==> src/rtl/mem_ctrl_pkg.sv <==
// mem_ctrl_pkg: shared op codes, widths, FSM encoding and helper functions
// for the MEM-stage memory controller (mem_ctrl) and its lane aligner (mem_align).
package mem_ctrl_pkg;

    localparam int unsigned MemDataWidth  = 32;
    localparam int unsigned MemAddrWidth  = 32;
    localparam int unsigned ByteSlctWidth = 4;
    localparam int unsigned OpWidth       = 4;
    localparam int unsigned CntWidth      = 4;   // holds LATENCY up to 8

    localparam logic [OpWidth-1:0] OP_NOP = 4'd0;
    localparam logic [OpWidth-1:0] OP_LB  = 4'd1;
    localparam logic [OpWidth-1:0] OP_LBU = 4'd2;
    localparam logic [OpWidth-1:0] OP_LH  = 4'd3;
    localparam logic [OpWidth-1:0] OP_LHU = 4'd4;
    localparam logic [OpWidth-1:0] OP_LW  = 4'd5;
    localparam logic [OpWidth-1:0] OP_SB  = 4'd6;
    localparam logic [OpWidth-1:0] OP_SH  = 4'd7;
    localparam logic [OpWidth-1:0] OP_SW  = 4'd8;

    typedef enum logic [1:0] {
        ST_IDLE   = 2'd0,
        ST_ACCESS = 2'd1,
        ST_RESP   = 2'd2
    } state_e;

    // Request fields still needed after acceptance (load extraction)
    typedef struct packed {
        logic [OpWidth-1:0] op;
        logic [1:0]         offset;
    } mem_lat_t;

    // Undefined op codes collapse to NOP
    function automatic logic [OpWidth-1:0] norm_op(input logic [OpWidth-1:0] op);
        return (op > OP_SW) ? OP_NOP : op;
    endfunction

    function automatic logic is_load(input logic [OpWidth-1:0] op);
        return (op >= OP_LB) && (op <= OP_LW);
    endfunction

    function automatic logic is_store(input logic [OpWidth-1:0] op);
        return (op >= OP_SB) && (op <= OP_SW);
    endfunction

    function automatic logic is_misaligned(input logic [OpWidth-1:0] op,
                                           input logic [1:0]         offset);
        logic bad;
        bad = 1'b0;
        case (op)
            OP_LH, OP_LHU, OP_SH: bad = offset[0];
            OP_LW, OP_SW:         bad = (offset != 2'd0);
            default:              bad = 1'b0;
        endcase
        return bad;
    endfunction

endpackage

==> src/rtl/mem_align.sv <==
// mem_align: combinational big-endian byte-lane logic.
//   op, offset : normalized op code and address[1:0]
//   wdata      : right-justified store data
//   rword      : memory read word
//   sdata      : store data with lanes replicated
//   slct       : per-lane write enable (bit3 = data[31:24]); 0 for non-stores
//   ldata      : extracted and extended load result; 0 for non-loads
module mem_align
    import mem_ctrl_pkg::*;
(
    input  logic [OpWidth-1:0]       op,
    input  logic [1:0]               offset,
    input  logic [MemDataWidth-1:0]  wdata,
    input  logic [MemDataWidth-1:0]  rword,
    output logic [MemDataWidth-1:0]  sdata,
    output logic [ByteSlctWidth-1:0] slct,
    output logic [MemDataWidth-1:0]  ldata
);

    logic [7:0]  bsel;
    logic [15:0] hsel;

    // Offset 0 addresses the most significant lane
    always_comb begin
        bsel = 8'h00;
        case (offset)
            2'd0: bsel = rword[31:24];
            2'd1: bsel = rword[23:16];
            2'd2: bsel = rword[15:8];
            2'd3: bsel = rword[7:0];
            default: bsel = 8'h00;
        endcase
        hsel = offset[1] ? rword[15:0] : rword[31:16];
    end

    always_comb begin
        sdata = '0;
        slct  = '0;
        ldata = '0;
        case (op)
            OP_SB: begin
                slct  = 4'b1000 >> offset;
                sdata = {4{wdata[7:0]}};
            end
            OP_SH: begin
                slct  = offset[1] ? 4'b0011 : 4'b1100;
                sdata = {2{wdata[15:0]}};
            end
            OP_SW: begin
                slct  = 4'b1111;
                sdata = wdata;
            end
            OP_LB:  ldata = {{24{bsel[7]}}, bsel};
            OP_LBU: ldata = {24'h000000, bsel};
            OP_LH:  ldata = {{16{hsel[15]}}, hsel};
            OP_LHU: ldata = {16'h0000, hsel};
            OP_LW:  ldata = rword;
            default: begin
                sdata = '0;
            end
        endcase
    end

endmodule

==> src/rtl/mem_ctrl.sv <==
// mem_ctrl: MEM-stage memory controller, IDLE -> ACCESS (LATENCY cycles) -> RESP.
//   clk, rst        : clock, synchronous active-high reset
//   req_i, op_i     : held request and op code; addr_i, wdata_i operands
//   rdata_o, done_o : load result and one-cycle completion pulse
//   stall_o         : pipeline stall request (IDLE&req or ACCESS)
//   mem_*           : registered memory port; mem_data_i is the read word
//   adel_o, ades_o  : load/store address-error flags, valid with done_o
// Optional feature: define MEM_ADDR_EXC_EN to trap misaligned LH/LHU/LW/SH/SW.
module mem_ctrl
    import mem_ctrl_pkg::*;
#(
    parameter int unsigned LATENCY = 1
) (
    input  logic        clk,
    input  logic        rst,
    input  logic        req_i,
    input  logic [3:0]  op_i,
    input  logic [31:0] addr_i,
    input  logic [31:0] wdata_i,
    output logic [31:0] rdata_o,
    output logic        done_o,
    output logic        stall_o,
    output logic        mem_ce_o,
    output logic        mem_we_o,
    output logic [31:0] mem_addr_o,
    output logic [31:0] mem_data_o,
    output logic [3:0]  mem_byte_slct_o,
    input  logic [31:0] mem_data_i,
    output logic        adel_o,
    output logic        ades_o
);

    state_e                    state;
    logic [CntWidth-1:0]       cnt;
    mem_lat_t                  lat;
    logic [OpWidth-1:0]        op_n;
    logic                      addr_exc;
    logic [OpWidth-1:0]        align_op;
    logic [1:0]                align_off;
    logic [MemDataWidth-1:0]   sdata;
    logic [ByteSlctWidth-1:0]  slct;
    logic [MemDataWidth-1:0]   ldata;

    assign op_n = norm_op(op_i);

`ifdef MEM_ADDR_EXC_EN
    assign addr_exc = is_misaligned(op_n, addr_i[1:0]);
`else
    assign addr_exc = 1'b0;
`endif

    // Aligner sees the incoming request in IDLE (store lanes) and the latched one later (load extract)
    assign align_op  = (state == ST_IDLE) ? op_n : lat.op;
    assign align_off = (state == ST_IDLE) ? addr_i[1:0] : lat.offset;

    mem_align u_align (
        .op     (align_op),
        .offset (align_off),
        .wdata  (wdata_i),
        .rword  (mem_data_i),
        .sdata  (sdata),
        .slct   (slct),
        .ldata  (ldata)
    );

    // Combinational so the stall is raised in the same cycle the request appears
    assign stall_o = ((state == ST_IDLE) && req_i) || (state == ST_ACCESS);

    always_ff @(posedge clk) begin
        if (rst) begin
            state           <= ST_IDLE;
            cnt             <= '0;
            lat             <= '0;
            rdata_o         <= '0;
            done_o          <= 1'b0;
            mem_ce_o        <= 1'b0;
            mem_we_o        <= 1'b0;
            mem_addr_o      <= '0;
            mem_data_o      <= '0;
            mem_byte_slct_o <= '0;
            adel_o          <= 1'b0;
            ades_o          <= 1'b0;
        end else begin
            case (state)
                ST_IDLE: begin
                    done_o  <= 1'b0;
                    rdata_o <= '0;
                    adel_o  <= 1'b0;
                    ades_o  <= 1'b0;
                    if (req_i) begin
                        if (op_n == OP_NOP) begin
                            state  <= ST_RESP;
                            done_o <= 1'b1;
                        end else if (addr_exc) begin
                            state  <= ST_RESP;
                            done_o <= 1'b1;
                            adel_o <= is_load(op_n);
                            ades_o <= is_store(op_n);
                        end else begin
                            state           <= ST_ACCESS;
                            cnt             <= CntWidth'(LATENCY);
                            lat             <= '{op: op_n, offset: addr_i[1:0]};
                            mem_ce_o        <= 1'b1;
                            mem_we_o        <= is_store(op_n);
                            mem_addr_o      <= addr_i;
                            mem_data_o      <= sdata;
                            mem_byte_slct_o <= slct;
                        end
                    end
                end
                ST_ACCESS: begin
                    if (cnt == CntWidth'(1)) begin
                        state           <= ST_RESP;
                        cnt             <= '0;
                        done_o          <= 1'b1;
                        rdata_o         <= ldata;
                        mem_ce_o        <= 1'b0;
                        mem_we_o        <= 1'b0;
                        mem_addr_o      <= '0;
                        mem_data_o      <= '0;
                        mem_byte_slct_o <= '0;
                    end else begin
                        cnt <= cnt - CntWidth'(1);
                    end
                end
                ST_RESP: begin
                    state   <= ST_IDLE;
                    done_o  <= 1'b0;
                    rdata_o <= '0;
                    adel_o  <= 1'b0;
                    ades_o  <= 1'b0;
                end
                default: state <= ST_IDLE;
            endcase
        end
    end

endmodule
==> config.mk <==
export PLATFORM = sky130hd
export DESIGN_NAME = mem_ctrl
export DESIGN_NICKNAME = d
export VERILOG_FILES = /design/src/rtl/mem_ctrl_pkg.sv /design/src/rtl/mem_align.sv /design/src/rtl/mem_ctrl.sv
export SDC_FILE = /design/constraint.sdc
export NUM_CORES = 1
export LEC_CHECK = 0
export BUFFER_PORTS_ARGS = -buffer_cell sky130_fd_sc_hd__buf_2
export CORE_AREA = 4 4 109 111
export DETAILED_ROUTE_END_ITERATION = 10
export DIE_AREA = 0 0 113 115
export GPL_ROUTABILITY_DRIVEN = 0
export PLACE_DENSITY = 0.79
export SLEW_MARGIN = 10
export SYNTH_ARGS = -nofsm -noshare
export SYNTH_HDL_FRONTEND = slang
export SYNTH_SLANG_ARGS = --single-unit
==> constraint.sdc <==
create_clock -name clk -period 2.69 [get_ports clk]
set_input_delay 0.538 -clock clk [delete_from_list [all_inputs] [get_ports clk]]
set_output_delay 0.538 -clock clk [all_outputs]
set_load 0.05 [all_outputs]
# Yosys cells after proc, flatten, opt, wreduce, memory -nomap -nowiden
# Index checks and enable logic that the tools add are counted.
[classes]
n_addsub = 1
magnitude_cmp = 3
n_eq_ne = 17
shifts = 1
muxes = 41
bitwise = 1
n_reduce_logical = 16
[op_table]
columns = ["op", "count"]
rows = [
  ["2-to-1 mux 32 bit", 6],
  ["case mux 32 bit (2 select lines)", 3],
  ["case mux 32 bit (5 select lines)", 1],
  ["case mux 32 bit (3 select lines)", 1],
  ["2-to-1 mux 4 bit", 9],
  ["case mux 8 bit (4 select lines)", 1],
  ["equality test 4 x 3 -> 1 bit (second input constant)", 4],
  ["2-to-1 mux 16 bit", 1],
  ["case mux 4 bit (2 select lines)", 2],
  ["case mux 4 bit (3 select lines)", 1],
  ["equality test 4 x 1 -> 1 bit (second input constant)", 2],
  ["equality test 4 x 2 -> 1 bit (second input constant)", 2],
  ["2-to-1 mux 1 bit", 8],
  ["2-to-1 mux 2 bit", 4],
  ["equality test 2 bit (second input constant)", 3],
  ["AND reduction 2 bit", 3],
  ["AND reduction 3 bit", 2],
  ["equality test 2 x 1 -> 1 bit (second input constant)", 2],
  ["equality test 4 bit (second input constant)", 1],
  [">= comparator 4 x 3 -> 1 bit (second input constant)", 1],
  ["greater-than comparator 4 bit (second input constant)", 1],
  ["<= comparator 4 bit (second input constant)", 1],
  ["zero test 2 bit", 2],
  ["zero test 4 bit", 1],
  ["14 further kinds", 18],
]
[totals]
register_bits = 115
in_bits = 103
output_inout_bits = 106
word_cells = 91

# Depth between registers and ports, before layout
[depth]
depth_word = 8
ltp_mapped = 10
mapped_depth_nobuf = 7

# Cells and area by module
# From an unflattened synthesis, not the netlist that was laid out.
[unflattened]
cells_unflattened = 582
area_unflattened_um2 = 5318.9
[by_module_without_submodules]
columns = ["module", "instances", "cells_each", "area_each_um2", "seq_area_each_um2"]
rows = [
  ["mem_ctrl", 1, 406, 4126.5, 2302.2],
  ["mem_align", 1, 176, 1192.4, 0.0],
]

# Worst setup path after synthesis
# OpenSTA, ideal clock, no wires.
[synth_timing]
path_kind = "register to register"
start = "register state[0]"
end = "register rdata_o[6]"
setup_ps = 129
t_arrival_ps = 2225
t_required_ps = 2561
setup_slack_ps = 336
path_stages_with_launch = 9
path_buffers = 2
period_less_slack_ps = 2354
path_cell_list = "dfxtp_1 inv_1 ha_1 buf_6 mux2i_4 buf_4 mux4_2 a32oi_1 o211ai_1"
[synth_via]
elab_chain_len = 7
word_cells_on_any_way = 23
cone_classes = "eq/ne: 11; mux: 7; reduce/logical: 5"
[synth_rtl]
columns = ["item", "line", "rtl"]
rows = [
  ["start, declared", "mem_ctrl.sv:33", "state_e state;"],
  ["start signal, assigned", "mem_ctrl.sv:71", "state <= ST_IDLE;"],
  ["start signal, assigned", "mem_ctrl.sv:92", "state <= ST_RESP;"],
  ["start signal, assigned", "mem_ctrl.sv:95", "state <= ST_RESP;"],
  ["zero test 2 bit", "mem_ctrl.sv:53, mem_ctrl.sv:54, mem_ctrl.sv:84", ""],
  ["2-to-1 mux 2 bit", "mem_ctrl.sv:54", "assign align_off = (state == ST_IDLE) ? addr_i[1:0] : lat.offset;"],
  ["equality test 2 bit (tied with other cells)", "mem_align.sv:26", "case (offset)"],
  ["case mux 8 bit (4 select lines)", "mem_align.sv:26", ""],
  ["case mux 32 bit (5 select lines)", "mem_align.sv:40", "case (op)"],
  ["2-to-1 mux 32 bit", "mem_ctrl.sv:112", "if (cnt == CntWidth'(1)) begin"],
  ["case mux 32 bit (2 select lines)", "mem_ctrl.sv:84", "case (state)"],
  ["end signal, assigned", "mem_ctrl.sv:116", "rdata_o <= ldata;"],
  ["end, declared", "mem_ctrl.sv:20", "output logic [31:0] rdata_o,"],
]
# Several ways; a longest one is shown, not always the timed one. The select of a mux whose other input is x is not followed.
# A chain may end at the register's enable or synchronous reset.

# Final worst setup path
[layout_timing]
start = "register state[0]"
end = "register mem_data_o[12]"
[layout_via]
elab_chain_len = 7
word_cells_on_any_way = 15
cone_classes = "eq/ne: 7; mux: 5; reduce/logical: 3"
[layout_rtl]
columns = ["item", "line", "rtl"]
rows = [
  ["zero test 2 bit", "mem_ctrl.sv:53, mem_ctrl.sv:84", ""],
  ["2-to-1 mux 4 bit", "mem_ctrl.sv:53", "assign align_op = (state == ST_IDLE) ? op_n : lat.op;"],
  ["equality test 4 bit / equality test 4 x 3 -> 1 bit (equally long branches)", "mem_align.sv:40", ""],
  ["case mux 32 bit (3 select lines)", "mem_align.sv:40", ""],
  ["2-to-1 mux 32 bit", "mem_ctrl.sv:91", "if (op_n == OP_NOP) begin"],
  ["2-to-1 mux 32 bit", "mem_ctrl.sv:90", "if (req_i) begin"],
  ["case mux 32 bit (2 select lines)", "mem_ctrl.sv:84", ""],
  ["end signal, assigned", "mem_ctrl.sv:106", "mem_data_o <= sdata;"],
  ["end, declared", "mem_ctrl.sv:26", "output logic [31:0] mem_data_o,"],
]
# Several ways; a longest one is shown, not always the timed one. The select of a mux whose other input is x is not followed.

==> metrics.csv <==
stage,metric,value,unit
run_status,status,finished clean,
critical_path,cp-end-kind,register,
critical_path,arrival,2.99,ns
layout,nFillCells,838,
power_and_ir_drop,vdd_drop_max,0.000547,V
global_route,busiest_layer,met2,
critical_path,critical_path_required,3.15,ns
critical_path,reg2reg_slack,0.16,ns
route,vias_per_cell,5.91,
synthesis,synth.most_common_cell,dfxtp_1,
synthesis,synth-main-ff-cell,dfxtp_1,
global_route,grt_use_met3,0.0758,
synthesis,synth-edff-count,0,
run,maxCapViolations,0,
sta,setup_tns,0,ns
route,dr_total_vias,5268,
critical_path,crit_path_start_kind,register,
synthesis,synth_top_area_cell,dfxtp_1,
floorplanning,num_rows,38,
clock_tree,numCtsBuffers,17,
synthesis,synth_cell_type_count,66,
sta,min_period_over_period,0.940,
synthesis,ys_top_cells_by_count,"115 x dfxtp_1, 53 x nand2_1, 40 x a22o_1",
clock_tree,cts_tree,done,
floorplanning,die_w,113,um
critical_path,critical_path_class,register to register,
route,wire_per_inst,18.5,um
sta,worst_slew_margin_rel,0.524,
layout,fin_nets,846,
synthesis,synth-seq-area-share,0.439,
sta,grt_setup_unrepaired,no,
route,drc,0,
synthesis,synthTopCellsByArea,"dfxtp_1 44%, a22o_1 6.7%, nand2_1 3.8%, a221o_1 3.2%, o21ai_0 2.9%",
synthesis,netlist_area,0.00524,mm2
global_route,grt_usage,0.247,
route,first_pass_iters,5,
layout,fin_cells,892,
global_route,grt_max_degree,37,
floorplanning,pin_count,209,
synthesis,ys_seq_elements,115,
placed_design,io_buffer_count,206,
synthesis,synth_top_area_share,0.439,
clock_tree,insertion_delay,0.52,ns
power_and_ir_drop,pwr_density_cell,726,mW/mm2
synthesis,synthCells,527,
floorplanning,start_util,0.486,
clock_tree,clock_sinks,115,
power_and_ir_drop,swShare,0.290,
sta,post-route-min-period,2.53,ns
power_and_ir_drop,clkPwrFrac,0.456,
power_and_ir_drop,p_leak,3.18,nW
layout,area_delta_synth_final,35.3,%
sta,setup_slack,0.162,ns
layout,drive_above_1_share,0.381,
critical_path,timing.rr.start,state[0],
worst_hold_path,worstHoldStart,addr_i[25],
placed_design,hpwl,12200,um
worst_hold_path,hp-class,input pin to register,
synthesis,ys_async_sr_fraction,0,
clock_tree,path_clk_slew,0.06,ns
clock_tree,root_buffer,clkbuf_8,
floorplanning,dieArea,0.0130,mm2
clock_tree,postCtsHoldBufs,0,
placed_design,dp.cells,857,
sta,tightest_slew,0.714,ns
critical_path,crit_start,state[0],
placed_design,place_ws,0.0915,ns
power_and_ir_drop,p_sw,1.49,mW
route,drt_iter0_drc,516,
global_route,antenna_found_initial,1,
sta,fin_skew,0.0133,ns
critical_path,path_max_fanout,16,
power_and_ir_drop,p_comb_frac,0.194,
critical_path,reg2reg_depth,9,
sta,drv_slew,0,
sta,final-setup-viol-count,0,
power_and_ir_drop,power_frac_seq,0.350,
sta,fmax,0.395,GHz
layout,final_util,0.657,
clock_tree,cts_htree_levels,4,
sta,finalHoldViolCount,0,
floorplanning,core,0.0108,mm2
global_route,met2_usage,0.393,
global_route,grt_pass1_wl,25700,um
critical_path,worstSetupEndpoint,mem_data_o[12],
synthesis,synth_warnings,0,
synthesis,syn_area_per_cell,9.95,um2
floorplanning,chipHeight,115,um
global_route,grt_pass1_vias,4971,
power_and_ir_drop,p_int,3.66,mW
global_route,grt_use_met1,0.313,
global_route,grt_overflow,0,
route,wl,16500,um
critical_path,r2r_end,mem_data_o[12],
clock_tree,max-clock-path-buffers,2,
route,postRouteAntennaNets,0,
[cells in the final DEF (no fill, tap or decap), types with 12 or more instances in the layout]
| cell type | n |
|---|---|
| buf_4 | 23 |
| o21ai_0 | 30 |
| a221o_1 | 17 |
| nor2_1 | 17 |
| a22o_1 | 40 |
| o211ai_1 | 12 |
| nand2_1 | 53 |
| o21ai_1 | 12 |
| buf_2 | 206 |
| clkbuf_16 | 16 |
| dfxtp_1 | 115 |
| a22oi_1 | 18 |
| and3_1 | 17 |
[state kept, by name (all words and copies together) (netlist names)]
register	count
cnt	4
done_o	1
lat	6
mem_addr_o	32
mem_byte_slct_o	4
mem_ce_o	1
mem_data_o	32
mem_we_o	1
rdata_o	32
state	2
[area by class of cell]
class,count,area (um2),share of cell area
well taps,140,175,0.0247
diodes,2,5.00,0.000705
flip-flops and latches,115,2300,0.325
multi-input cells,361,2710,0.382
clock buffers,20,435,0.0614
clock inverters,12,179,0.0252
inverters,11,41.3,0.00582
repair buffers,231,1240,0.175
[worst max-delay path: stages (launching register included)]
cell,delay [ns]
dfxtp_1,0.38
inv_1,0.09
ha_1,0.22
buf_4,0.19
or3b_2,0.46
and2_1,0.20
nor3_1,0.18
buf_4,0.22
o21a_1,0.31
a221o_1,0.22
[routing by layer]
| layer | up-vias | part of all wire |
|---|---|---|
| met5 | - | 0 |
| met2 | 302 | 0.46 |
| li1 | 2468 | - |
| met4 | 0 | 0.021 |
| met1 | 2469 | 0.41 |
| met3 | 29 | 0.11 |
[power groups by stage]
| stage | Combinational (mW) | Clock [mW] | Sequential, mW |
|---|---|---|---|
| finish | 0.998 | 2.35 | 1.80 |
| global route | 1.07 | 2.45 | 1.81 |
| CTS | 0.982 | 2.37 | 1.80 |
| detailed placement | 0.978 | 0 | 1.84 |
| global placement | 0.957 | 0 | 1.84 |
| floorplan | 0.533 | 0 | 1.99 |
[how the worst min path moves through the flow]
stage               cells after the start  slack (ns)              to
floorplan                               2        0.46          lat[0]
global placement                        1        0.43        mem_ce_o
detailed placement                      2        0.44        mem_we_o
CTS                                     2        0.21  mem_addr_o[25]
global route                            2        0.21   mem_addr_o[7]
finish                                  2        0.23  mem_addr_o[25]
[timing repair]
item,4_1_cts,5_1_grt
hold endpoints to repair,0,0
endpoints found under the setup margin,0,44
gates resized for setup,0,1
buffers inserted,0,0
[metrics by stage]
step	power, mW	hold slack [ns]	cell area, um2
final	5.15	0.227	7090
after global routing	5.33	0.213	7090
after CTS	5.16	0.208	7070
after detailed placement	2.82	0.438	6460
after global placement	2.79	0.431	6460
after floorplan	2.52	0.456	5250
[cells by family after synthesis]
| logic type | synth area share |
|---|---|
| AOI/OAI and AO/OA | 0.293 |
| and+or+nand+nor | 0.137 |
| DFF | 0.439 |
| buffers and inverters | 0.0501 |
| muxes | 0.0623 |
| adders and majority gates | 0.0143 |
| xor gates and xnor gates | 0.00334 |
| other | 0.000715 |
Note: power is estimated with default switching activity, not from simulation.
